`src/rtl/div_defs.sv`:
```
// Shared definitions for the sequential divider: FSM state encoding and default width.
package div_defs;

    localparam int DEFAULT_WIDTH = 4;

    typedef enum logic [1:0] {
        IDLE = 2'd0,
        RUN  = 2'd1,
        DONE = 2'd2
    } state_t;

endpackage

```
`src/rtl/seq_divider_ripple_subtractor.sv`:
```
// N-bit ripple-borrow subtractor (a - b) built from a chain of full-subtractor cells.
module ripple_subtractor #(
    parameter int N = 5
) (
    input  logic [N-1:0] a,
    input  logic [N-1:0] b,
    output logic [N-1:0] diff,
    output logic         borrow_out
);

    logic [N:0] borrow;

    assign borrow[0] = 1'b0;

    for (genvar i = 0; i < N; i++) begin : g_cell
        assign diff[i]       = a[i] ^ b[i] ^ borrow[i];
        assign borrow[i + 1] = (~a[i] & b[i]) | (~(a[i] ^ b[i]) & borrow[i]);
    end

    assign borrow_out = borrow[N];

endmodule

```
`src/rtl/seq_divider.sv`:
```
// Multi-cycle unsigned restoring divider: one shift/trial-subtract per clock, WIDTH iterations.
module seq_divider
    import div_defs::*;
#(
    parameter int WIDTH = DEFAULT_WIDTH
) (
    input  logic             Clock,
    input  logic             Reset,
    input  logic             Start,
    input  logic [WIDTH-1:0] Dividend,
    input  logic [WIDTH-1:0] Divisor,
    output logic [WIDTH-1:0] Quotient,
    output logic [WIDTH-1:0] Remainder,
    output logic             Busy,
    output logic             Done,
    output logic             DivByZero,
    output state_t           dbg_state
);

    localparam int CW = $clog2(WIDTH);

    // Handshake: Start is a level request that is taken on any rising edge where
    // Busy=0; while Busy=1 both Start and the operands are ignored. Done marks the
    // single cycle in which fresh Quotient/Remainder/DivByZero first appear.

    state_t           state;
    logic [CW-1:0]    count;
    logic [WIDTH:0]   a_reg;
    logic [WIDTH-1:0] qw;
    logic [WIDTH-1:0] d_reg;

    logic [WIDTH:0]   a_shift;
    logic [WIDTH:0]   diff;
    logic             borrow;
    logic [WIDTH:0]   a_next;
    logic [WIDTH-1:0] q_next;

    // The partial remainder is WIDTH+1 bits so the shifted value never overflows.
    assign a_shift = (a_reg << 1) | {{WIDTH{1'b0}}, qw[WIDTH-1]};

    ripple_subtractor #(
        .N(WIDTH + 1)
    ) u_sub (
        .a         (a_shift),
        .b         ({1'b0, d_reg}),
        .diff      (diff),
        .borrow_out(borrow)
    );

    assign a_next    = borrow ? a_shift : diff;
    assign q_next    = {qw[WIDTH-2:0], ~borrow};
    assign dbg_state = state;

    always_ff @(posedge Clock) begin
        if (Reset) begin
            state     <= IDLE;
            count     <= '0;
            a_reg     <= '0;
            qw        <= '0;
            d_reg     <= '0;
            Quotient  <= '0;
            Remainder <= '0;
            Busy      <= 1'b0;
            Done      <= 1'b0;
            DivByZero <= 1'b0;
        end else begin
            Done <= 1'b0;
            case (state)
                RUN: begin
                    a_reg <= a_next;
                    qw    <= q_next;
                    count <= count - CW'(1);
                    if (count == '0) begin
                        state     <= DONE;
                        Busy      <= 1'b0;
                        Done      <= 1'b1;
                        Quotient  <= q_next;
                        Remainder <= a_next[WIDTH-1:0];
                        DivByZero <= 1'b0;
                    end
                end
                default: begin
                    if (Start) begin
                        if (Divisor == '0) begin
                            // Divide by zero skips iteration and reports immediately.
                            state     <= DONE;
                            Done      <= 1'b1;
                            Quotient  <= '1;
                            Remainder <= Dividend;
                            DivByZero <= 1'b1;
                        end else begin
                            state <= RUN;
                            Busy  <= 1'b1;
                            a_reg <= '0;
                            qw    <= Dividend;
                            d_reg <= Divisor;
                            count <= CW'(WIDTH - 1);
                        end
                    end else begin
                        state <= IDLE;
                    end
                end
            endcase
        end
    end

endmodule

```
`config.mk`:
```
export PLATFORM = sky130hd
export DESIGN_NAME = seq_divider
export DESIGN_NICKNAME = d
export VERILOG_FILES = /design/src/rtl/div_defs.sv /design/src/rtl/seq_divider_ripple_subtractor.sv /design/src/rtl/seq_divider.sv
export SDC_FILE = /design/constraint.sdc
export NUM_CORES = 1
export LEC_CHECK = 0
export BUFFER_PORTS_ARGS = -buffer_cell sky130_fd_sc_hd__buf_2
export CAP_MARGIN = 30
export CORE_MARGIN = 2
export CORE_UTILIZATION = 40
export CTS_CLUSTER_DIAMETER = 200
export CTS_CLUSTER_SIZE = 24
export DETAILED_ROUTE_END_ITERATION = 8
export SYNTH_ARGS = -nofsm -noshare
export SYNTH_HDL_FRONTEND = slang
export SYNTH_SLANG_ARGS = --single-unit
```
`constraint.sdc`:
```
create_clock -name Clock -period 6.4 [get_ports Clock]
set_clock_uncertainty 0.1 [all_clocks]
set_input_delay 0.32 -clock Clock [delete_from_list [all_inputs] [get_ports Clock]]
set_output_delay 0.32 -clock Clock [all_outputs]
set_load 0.01 [all_outputs]
```
==> results of run 1 <==
## final cells by class
cell class	instances	area share (%)
timing repair buffer	24	9.12
multi-input combinational	88	43.6
inverter	8	2.23
clock buffer	4	1.96
tap	31	2.89
sequential	27	40.2
## layout by cell type, fill, tap and decap left out, drive strengths merged, types with 4 or more instances in the layout
master	netlist	routed
a21oi	12	12
a22oi	4	4
buf	3	24
clkbuf	7	4
dfxtp	27	27
inv	8	8
mux2i	4	4
nand2	8	8
nand3	5	5
nor2	22	22
nor3	7	7
o22ai	4	4
## critical path, delay by kind of cell (launching register included)
kind	cells	cell delay, ps
adder cells (fa/ha/maj)	4	1330
AND/OR/NAND/NOR	2	410
flip-flops	1	340
multiplexers	1	330
AO/OA/AOI/OAI	1	140
buffers and inverters	1	60
## cells by family (layout without fill, tap and decap cells)
kind of cell | count (synthesis) | count (layout) | share of synthesized area [%]
AOI/OAI and AO/OA | 27 | 27 | 16.3
adders and majority gates | 5 | 5 | 7.03
buffers and inverters | 18 | 36 | 6.93
DFF | 27 | 27 | 44.7
muxes | 4 | 4 | 3.31
and+or+nand+nor | 52 | 52 | 21.7
## per-layer routing
layer / global-route usage (%) / routed length, um / vias to the layer above
li1: - / - / 488
met1: 21.6 / 1240 / 456
met2: 24.1 / 1180 / 17
met3: 2.62 / 70 / 4
met4: 4.87 / 31 / 0
met5: 0 / 0 / -
## path summary, 6_finish.rpt
kind                          start  slack, ps  cells past startpoint                        end
max              qw[3]$_SDFFE_PP0P_       3630                      9  Remainder[2]$_SDFFE_PP0P_
max reg2reg      qw[3]$_SDFFE_PP0P_       3630                      9  Remainder[2]$_SDFFE_PP0P_
min                      Divisor[0]        140                      3      d_reg[0]$_SDFFE_PP0P_
min reg2reg  DivByZero$_SDFFE_PP0P_        360                      2     DivByZero$_SDFFE_PP0P_
## where the power goes
group / switching [mW] / total (mW) / internal, mW
clock network: 0.0496 / 0.0740 / 0.0244
logic: 0.0482 / 0.0807 / 0.0326
registers: 0.00780 / 0.191 / 0.183
==> results.py, run 1 <==
metrics = {
    "power_and_ir_drop": {
        "p_per_area_nw_per_um2": 257,
        "vdd_drop_max_mv": 0.162,
        "leakagePower_nw": 0.582,
        "power_mw": 0.346,
    },
    "job": {
        "maxCapViolations": 0,
    },
    "sta": {
        "period_share_pct": 43.3,
        "grt_setup_unrepaired": "no",
        "fmax_ghz": 0.361,
        "slew_violations": 0,
        "fin_crit_ps": 2770,
        "worst_slew_pin_slew_ps": 594,
        "slew_headroom_pct": 60.3,
        "fin_tns_setup_ps": 0,
        "setup_ws_ps": 3630,
        "finalHoldViolations": 0,
        "finalSetupViolations": 0,
        "holdWs_ps": 144,
    },
    "routing": {
        "drc_errors": 0,
        "vias": 965,
        "antenna_left": 0,
        "drtIter0Drc": 36,
        "wl_per_cell_um": 13.9,
        "wirelength_mm": 2.53,
        "vias_per_cell": 5.30,
        "firstDrtPassIters": 5,
    },
    "synthesis": {
        "synth_seq_cells": 27,
        "async_reset_ff_share_pct": 0,
        "netlist_instances": 133,
        "synth_common_cells": "27 x dfxtp_1, 22 x nor2_1, 11 x a21oi_1",
        "ys_seq_area_share_pct": 44.7,
        "synth_top_area_share_pct": 44.7,
        "yosys.area.top_type": "dfxtp_1",
        "synth-edff-count": 0,
        "avgSynthCellArea_um2": 9.10,
        "netlist_area_um2": 1210,
        "synth.most_common_cell": "dfxtp_1",
        "ys_warn_count": 0,
        "ys.flop_type": "dfxtp_1",
        "synth.area.top_cells": "dfxtp_1 45%, nor2_1 6.8%, fa_1 5.0%",
        "ys_types": 32,
        "syn-num-nets": 149,
    },
    "placement": {
        "placed_cell_area_um2": 1320,
        "dp_hpwl_mm": 1.82,
        "dp_cells": 178,
        "pre_cts_ws_ps": 3650,
        "gp_congestion": 0.731,
        "io_buffer_count": 23,
    },
    "critical_path": {
        "crit_slowest_cell": "fa_1",
        "cp.arrival_ps": 2930,
        "slowest_delay_ps": 380,
        "critPathCaptureType": "register",
        "path_max_fanout": 6,
        "crit_path_frequent_cell": "fa_1",
        "start_kind": "register",
        "worstPathRequired_ps": 6560,
        "crit_path_cell_trace": "inv_1 > ha_1 > fa_1 > fa_1 > fa_1 > nand2b_1 > mux2i_1 > o22ai_1 > nor3_2",
        "worstSetupPathType": "reg2reg",
    },
    "die": {
        "die_y_um": 59.0,
        "initial_utilization_pct": 43.1,
        "die_width_um": 59.0,
        "rows": 19,
        "io_pins": 24,
        "die_area_um2": 3480,
        "core_um2": 2810,
    },
    "final_layout": {
        "finalNetCount": 168,
        "instances_no_fill": 182,
        "multi_input_area_um2": 586,
        "n_antenna_cell": 0,
        "final_core_util_pct": 47.9,
        "final_area_um2": 1340,
        "nFillCells": 286,
        "final-seq-area_um2": 541,
        "syn_to_final_growth_pct": 11.1,
        "drive_above_1_share_pct": 24.5,
    },
    "grt": {
        "grt_antenna_before_repair": 0,
        "gr-total-overflow": 0,
        "grt_pass1_wl_mm": 4.06,
        "grt_use_total_pct": 15.4,
        "grt_pass1_vias": 878,
        "grt_max_degree": 28,
    },
    "clock_tree": {
        "postCtsHoldBufs": 0,
        "post_cts_buffers": 0,
        "worst_setup_hold_path_clk_slew_ps": 150,
        "numClockSinks": 27,
        "h-tree-depth": 1,
        "cts_root_buffer": "clkbuf_4",
        "cts_buffers": 3,
        "worstSkewPairLatency_ps": 320,
        "clk_path_buf_depth": 2,
        "post_cts_resized": 0,
        "cts_tree": "built",
    },
    "hold_path": {
        "min_path_type": "in2reg",
    },
    "run_status": {
        "status": "finished clean",
    },
}
No activity file was read; power rests on OpenSTA's default activity.
==> run 2, diff against run 1 <==
==> constraint.sdc (replaced) <==
create_clock -name Clock -period 2.3 [get_ports Clock]
set_clock_uncertainty 0.1 [all_clocks]
set_input_delay 0.115 -clock Clock [delete_from_list [all_inputs] [get_ports Clock]]
set_output_delay 0.115 -clock Clock [all_outputs]
set_load 0.01 [all_outputs]
==> run 2 against run 1 <==
- setup slack got worse by 3700 ps
- largest cell class unchanged
- largest power group unchanged
- global-route usage rose by 3.1 points
- register-to-register slack got worse by 3700 ps
- sequential power rose to 2.8 times the previous value
- critical path type unchanged
- highest routed layer unchanged
- the run now ends with negative setup slack left
- sequential cell count did not move
- worst hold slack got worse by 140 ps
- sequential share of layout area fell by 5.2 points
- routed wire length rose by 16%
- non-clock buffer count rose by 13
==> results.py, run 2 (synthesis results as in run 1) <==
metrics = {
    "run_status": {
        "status": "finished, violations left",
        "violations": "negative setup slack",
    },
    "final_layout": {
        "nFillCells": 260,
        "layout_commonest_cell": "dfxtp_1",
        "syn_to_final_growth_pct": 27.7,
        "n_antenna_cell": 0,
        "finalNetCount": 181,
        "mostFrequentLayoutCells": "26 x dfxtp_1, 23 x buf_2, 20 x nor2_1",
        "drive_above_1_share_pct": 36.0,
        "final_area_um2": 1550,
    },
    "power_and_ir_drop": {
        "leakagePower_nw": 0.633,
        "p_int_mw": 0.732,
        "pwr-share-comb_pct": 30.4,
        "p_per_area_nw_per_um2": 691,
        "p_sw_share_pct": 31.4,
        "clockPowerShare_pct": 19.4,
        "vdd_drop_max_mv": 0.418,
        "p_sw_mw": 0.336,
        "power_frac_seq_pct": 50.2,
    },
    "clock_tree": {
        "cts_tree": "built",
        "cts_buffers": 3,
        "worst_setup_hold_path_clk_slew_ps": 150,
        "cts_root_buffer": "clkbuf_4",
        "h-tree-depth": 1,
        "clk_path_buf_depth": 2,
        "worstSkewPairLatency_ps": 330,
        "numClockSinks": 27,
    },
    "die": {
        "die_area_um2": 3480,
        "initial_utilization_pct": 43.1,
        "io_pins": 24,
        "die_y_um": 59.0,
        "core_um2": 2810,
        "rows": 19,
        "die_width_um": 59.0,
    },
    "hold_path": {
        "min_path_type": "in2reg",
    },
    "critical_path": {
        "critPathCaptureType": "register",
        "crit_path_cell_trace": "inv_2 > ha_4 > fa_2 > fa_2 > fa_2 > nand2b_4 > nor2_1 > or3_1 > a21oi_1",
        "crit_slowest_cell": "fa_2",
        "worstSetupPathType": "reg2reg",
        "start_kind": "register",
        "crit_path_frequent_cell": "fa_2",
        "slowest_delay_ps": 370,
        "path_max_fanout": 6,
        "cp.arrival_ps": 2580,
        "worstPathRequired_ps": 2460,
    },
    "sta": {
        "fmax_ghz": 0.414,
        "fin_tns_setup_ps": -868,
        "slew_headroom_pct": 64.9,
        "fin_crit_ps": 2420,
        "finalSetupViolations": 10,
        "period_share_pct": 105,
        "slew_violations": 0,
        "finalHoldViolations": 0,
        "worst_slew_pin_slew_ps": 527,
        "setup_ws_ps": -118,
        "grt_setup_unrepaired": "yes",
    },
    "grt": {
        "grt_pass1_wl_mm": 4.91,
        "gr-total-overflow": 0,
        "grt_antenna_before_repair": 0,
        "grt_pass1_vias": 1006,
        "grt_use_total_pct": 18.5,
        "grt_max_degree": 28,
    },
    "routing": {
        "antenna_left": 0,
        "vias_per_cell": 5.30,
        "vias": 1033,
        "firstDrtPassIters": 4,
        "wl_per_cell_um": 15.0,
        "wirelength_mm": 2.92,
        "drtIter0Drc": 46,
        "drc_errors": 0,
    },
    "placement": {
        "gp_congestion": 0.862,
        "placed_cell_area_um2": 1360,
        "io_buffer_count": 23,
        "dp_hpwl_mm": 1.98,
    },
    "job": {
        "maxCapViolations": 0,
    },
}
==> run 2: cell count changes in the layout (fill, tap and decap cells not counted), moves of 2 or more <==
cell / previous run / this run
dlygate4sd3_1: 0 / 7
buf_4: 1 / 5
mux2i_1: 4 / 0
fa_1: 3 / 0
fa_2: 0 / 3
buf_6: 0 / 2
mux2i_2: 0 / 2
mux2i_4: 0 / 2
nor2_1: 22 / 20
nor2_2: 0 / 2
==> run 2: metrics by stage <==
stage	setup WS [ps]	hold slack, ps	total power [mW]	std cells	utilization (%)
floorplan	-62.8	162	0.717	133	-
global placement	-165	285	0.784	181	48.5
detailed placement	-250	293	0.790	181	48.5
CTS	-129	3.10	1.05	194	54.1
global route	-183	5.04	1.13	195	55.1
finish	-118	3.85	1.07	195	55.1
==> run 2: worst paths after layout <==
check | from | to | slack (ps) | cells past startpoint
hold reg to reg | DivByZero$_SDFFE_PP0P_ | DivByZero$_SDFFE_PP0P_ | 370 | 2
setup / recovery | qw[3]$_SDFFE_PP0P_ | qw[0]$_SDFFE_PP0P_ | -120 | 9
setup reg to reg | qw[3]$_SDFFE_PP0P_ | qw[0]$_SDFFE_PP0P_ | -120 | 9
hold / removal | Start | d_reg[1]$_SDFFE_PP0P_ | 4 | 3
==> run 2: routing by layer <==
metal | share of wire, % | GRT usage (%) | vias up | wire length, um
li1 | - | - | 511 | -
met1 | 49 | 26.3 | 496 | 1430
met2 | 47 | 29.4 | 22 | 1390
met3 | 3.0 | 2.18 | 4 | 88
met4 | 0.75 | 5.84 | 0 | 22
met5 | 0 | 0 | - | 0
==> run 2: power by group through the flow <==
stage          logic (mW)  clock network (mW)  registers [mW]
5_1_grt             0.353               0.237           0.541
2_1_floorplan       0.167                   0           0.550
4_1_cts             0.304               0.214           0.535
3_3_place_gp        0.242                   0           0.542
6_report            0.325               0.208           0.536
3_5_place_dp        0.246                   0           0.544
==> run 2: cell type report <==
| class | count | area [um^2] | share of cell area, % |
|---|---|---|---|
| tap | 31 | 38.8 | 2.51 |
| multi-input combinational | 88 | 662 | 42.8 |
| clock inverter | 1 | 5.00 | 0.324 |
| sequential | 27 | 542 | 35.1 |
| timing repair buffer | 37 | 245 | 15.9 |
| clock buffer | 3 | 22.5 | 1.46 |
| inverter | 8 | 30.0 | 1.94 |
==> run 2: worst max-delay path, delay by kind of cell, from the launching register on <==
family | cells | cell delay [ps]
adder cells (fa/ha/maj) | 4 | 1190
AND/OR/NAND/NOR | 3 | 530
flip-flops | 1 | 350
AO/OA/AOI/OAI | 1 | 130
buffers and inverters | 1 | 40
==> run 2: timing repair <==
action,in CTS,in global routing
gates resized for setup,9,5
pin swaps,12,7
setup endpoints to repair,10,10
hold buffers,7,0
hold endpoints to repair,9,0
buffers inserted,2,2
==> run 3, diff against run 2 <==
--- a/config.mk
+++ b/config.mk
@@ -5,6 +5,7 @@
 export SDC_FILE = /design/constraint.sdc
 export NUM_CORES = 1
 export LEC_CHECK = 0
+export ABC_AREA = 1
 export BUFFER_PORTS_ARGS = -buffer_cell sky130_fd_sc_hd__buf_2
 export CAP_MARGIN = 30
 export CORE_MARGIN = 2
@@ -12,6 +13,8 @@
 export CTS_CLUSTER_DIAMETER = 200
 export CTS_CLUSTER_SIZE = 24
 export DETAILED_ROUTE_END_ITERATION = 8
+export HOLD_SLACK_MARGIN = 0.15
+export SETUP_SLACK_MARGIN = 0.5
 export SYNTH_ARGS = -nofsm -noshare
 export SYNTH_HDL_FRONTEND = slang
 export SYNTH_SLANG_ARGS = --single-unit
==> run 3 against run 2 <==
- the run still ends with negative setup slack left
- clock-buffer cell count unchanged
- core utilization decreased by 0.12 points
- cell count increased by 34%
- first-iteration DRC count decreased by 8.7%
- setup slack improved by 120 ps
- via count increased by 24%
- synthesized cell count increased by 38%
- largest power group unchanged
==> results.py, run 3 <==
metrics = {
    "run_status": {
        "status": "finished, violations left",
        "violations": "negative setup slack",
    },
    "power_and_ir_drop": {
        "leakagePower_nw": 0.828,
        "p_sw_share_pct": 34.4,
        "vdd_drop_max_mv": 0.451,
        "power_frac_seq_pct": 50.4,
        "pwr-share-comb_pct": 29.6,
        "clockPowerShare_pct": 20.0,
        "p_int_mw": 0.703,
        "p_per_area_nw_per_um2": 623,
        "p_sw_mw": 0.369,
    },
    "clock_tree": {
        "cts_buffers": 3,
        "clk_path_buf_depth": 2,
        "h-tree-depth": 1,
        "worstSkewPairLatency_ps": 330,
        "cts_root_buffer": "clkbuf_4",
        "worst_setup_hold_path_clk_slew_ps": 160,
        "cts_tree": "built",
        "numClockSinks": 27,
    },
    "synthesis": {
        "synth.most_common_cell": "nand2_1",
        "ys_types": 21,
        "synth_common_cells": "36 x nand2_1, 27 x dfxtp_1, 25 x nand3_1, 25 x nor2_1, 19 x inv_1",
        "yosys.area.top_type": "dfxtp_1",
        "ys_seq_area_share_pct": 40.4,
        "async_reset_ff_share_pct": 0,
        "netlist_area_um2": 1340,
        "ys_warn_count": 0,
        "netlist_instances": 184,
        "synth-edff-count": 0,
        "syn-num-nets": 200,
        "synth_top_area_share_pct": 40.4,
        "avgSynthCellArea_um2": 7.27,
        "synth.area.top_cells": "dfxtp_1 40%, nand2_1 10%, nand3_1 9.4%",
        "synth_seq_cells": 27,
        "ys.flop_type": "dfxtp_1",
    },
    "placement": {
        "dp_cells": 244,
        "dp_hpwl_mm": 2.23,
        "io_buffer_count": 23,
        "gp_congestion": 0.958,
        "pre_cts_ws_ps": -30.1,
    },
    "sta": {
        "grt_setup_unrepaired": "yes",
        "slew_violations": 0,
        "period_share_pct": 100,
        "fmax_ghz": 0.435,
        "fin_tns_setup_ps": -0.645,
        "finalHoldViolations": 0,
        "finalSetupViolations": 1,
        "worst_slew_pin_slew_ps": 713,
        "fin_crit_ps": 2300,
        "slew_headroom_pct": 52.4,
        "holdWs_ps": 374,
        "setup_ws_ps": -0.645,
    },
    "routing": {
        "antenna_left": 0,
        "vias": 1286,
        "wl_met1_mm": 1.42,
        "wl_met2_mm": 1.69,
        "vias_per_cell": 4.93,
        "dr_wl_met3_um": 83,
        "wirelength_mm": 3.28,
        "drtIter0Drc": 42,
        "drc_errors": 0,
        "wl_per_cell_um": 12.5,
        "highest_layer": "met4",
        "firstDrtPassIters": 4,
    },
    "critical_path": {
        "start_kind": "register",
        "startpoint": "qw[3]$_SDFFE_PP0P_",
        "cp.arrival_ps": 2450,
        "crit_path_frequent_cell": "fa_2",
        "worstSetupPathType": "reg2reg",
        "crit_path_cell_trace": "inv_2 > ha_4 > fa_2 > fa_2 > fa_2 > inv_2 > nand3_2 > nand3_2 > nor2_2 > nor2_1",
        "ff2ff_path_depth": 10,
        "worstPathRequired_ps": 2450,
        "critPathCaptureType": "register",
        "crit-reg2reg-capture": "Remainder[3]$_SDFFE_PP0P_",
        "slowest_delay_ps": 540,
        "rrSetupSlack_ps": -0.6,
        "crit_slowest_cell": "fa_2",
        "endpoint": "Remainder[3]$_SDFFE_PP0P_",
        "path_max_fanout": 2,
        "r2r-start": "qw[3]$_SDFFE_PP0P_",
    },
    "die": {
        "die_width_um": 61.8,
        "core_um2": 3130,
        "rows": 20,
        "die_area_um2": 3820,
        "initial_utilization_pct": 42.8,
        "die_y_um": 61.8,
        "io_pins": 24,
    },
    "final_layout": {
        "nFillCells": 307,
        "drive_above_1_share_pct": 32.7,
        "layout_commonest_cell": "nand2_1",
        "finalNetCount": 234,
        "instances_no_fill": 261,
        "syn_to_final_growth_pct": 28.5,
        "n_antenna_cell": 0,
        "mostFrequentLayoutCells": "33 x nand2_1, 25 x dfxtp_1, 24 x nor2_1",
    },
    "job": {
        "maxCapViolations": 0,
    },
    "grt": {
        "grt_max_degree": 25,
        "gr-total-overflow": 0,
        "grt_pass1_wl_mm": 5.29,
        "grt_use_total_pct": 19.1,
        "grt_pass1_vias": 1220,
        "grt_antenna_before_repair": 0,
    },
    "hold_path": {
        "min_path_type": "reg2reg",
    },
}
## run 3: changes by cell type after synthesis, sizes merged, moves of 7 or more
cell    delta
nand2     +32
nand3     +24
inv       +16
o21ai      +9
clkbuf     -7
## run 3: through the flow
step | utilization [%] | power [mW] | area (um^2)
after global routing | 55.0 | 1.15 | 1720
after CTS | 54.3 | 1.07 | 1700
after floorplan | - | 0.737 | 1360
after global placement | 47.4 | 0.798 | 1480
final | 55.0 | 1.07 | 1720
after detailed placement | 47.4 | 0.806 | 1480
## run 3: final cells by class
cell class	instances	area, um^2	share of cell area (%)
clock buffers	3	22.5	1.31
clock inverters	1	7.51	0.437
inverters	24	90.1	5.24
multi-input cells	126	757	44.0
flip-flops and latches	27	543	31.6
well taps	44	55.1	3.20
repair buffers	36	244	14.2
## run 3: per-layer routing
metal | global-route usage [%] | up-vias
li1 | - | 646
met1 | 22.4 | 609
met3 | 4.35 | 8
met4 | 7.29 | 0
met5 | 0 | -
met2 | 33.8 | 23
## run 3: kinds of logic after synthesis
kind of cell / share of synthesized area [%]
buf+inv: 10.0
compound gates: 7.02
simple gates: 36.2
fa+ha+maj: 6.36
flops: 40.4
## run 3: worst min path at each step
stage | start | cells after the start | endpoint | slack, ps
finish | Quotient[2]$_SDFFE_PP0P_ | 2 | Quotient[2]$_SDFFE_PP0P_ | 370
floorplan | Divisor[0] | 2 | d_reg[0]$_SDFFE_PP0P_ | 180
CTS | DivByZero$_SDFFE_PP0P_ | 2 | DivByZero$_SDFFE_PP0P_ | 370
global placement | Divisor[3] | 3 | d_reg[3]$_SDFFE_PP0P_ | 310
global route | DivByZero$_SDFFE_PP0P_ | 2 | DivByZero$_SDFFE_PP0P_ | 390
detailed placement | Reset | 2 | Busy$_SDFFE_PP0P_ | 310
## run 3: critical path, delay by kind of cell (launching register included)
family        cells  cell delay [ps]
fa+ha+maj         4             1360
buf+inv           2               70
flops             1              370
simple gates      4              330
## run 3: power by group through the flow
stage	clock network (mW)	logic (mW)	registers [mW]
5_1_grt	0.242	0.359	0.544
4_1_cts	0.224	0.303	0.540
3_3_place_gp	0	0.249	0.549
2_1_floorplan	0	0.183	0.554
3_5_place_dp	0	0.255	0.550
6_report	0.214	0.318	0.540
## run 3: timing repair
action	4_1_cts	5_1_grt
hold endpoints to repair	17	0
hold buffers	11	0
resized for setup	17	5
gates cloned	0	0
pin swaps	8	5
endpoints found under the setup margin	10	11
buffers inserted	1	1
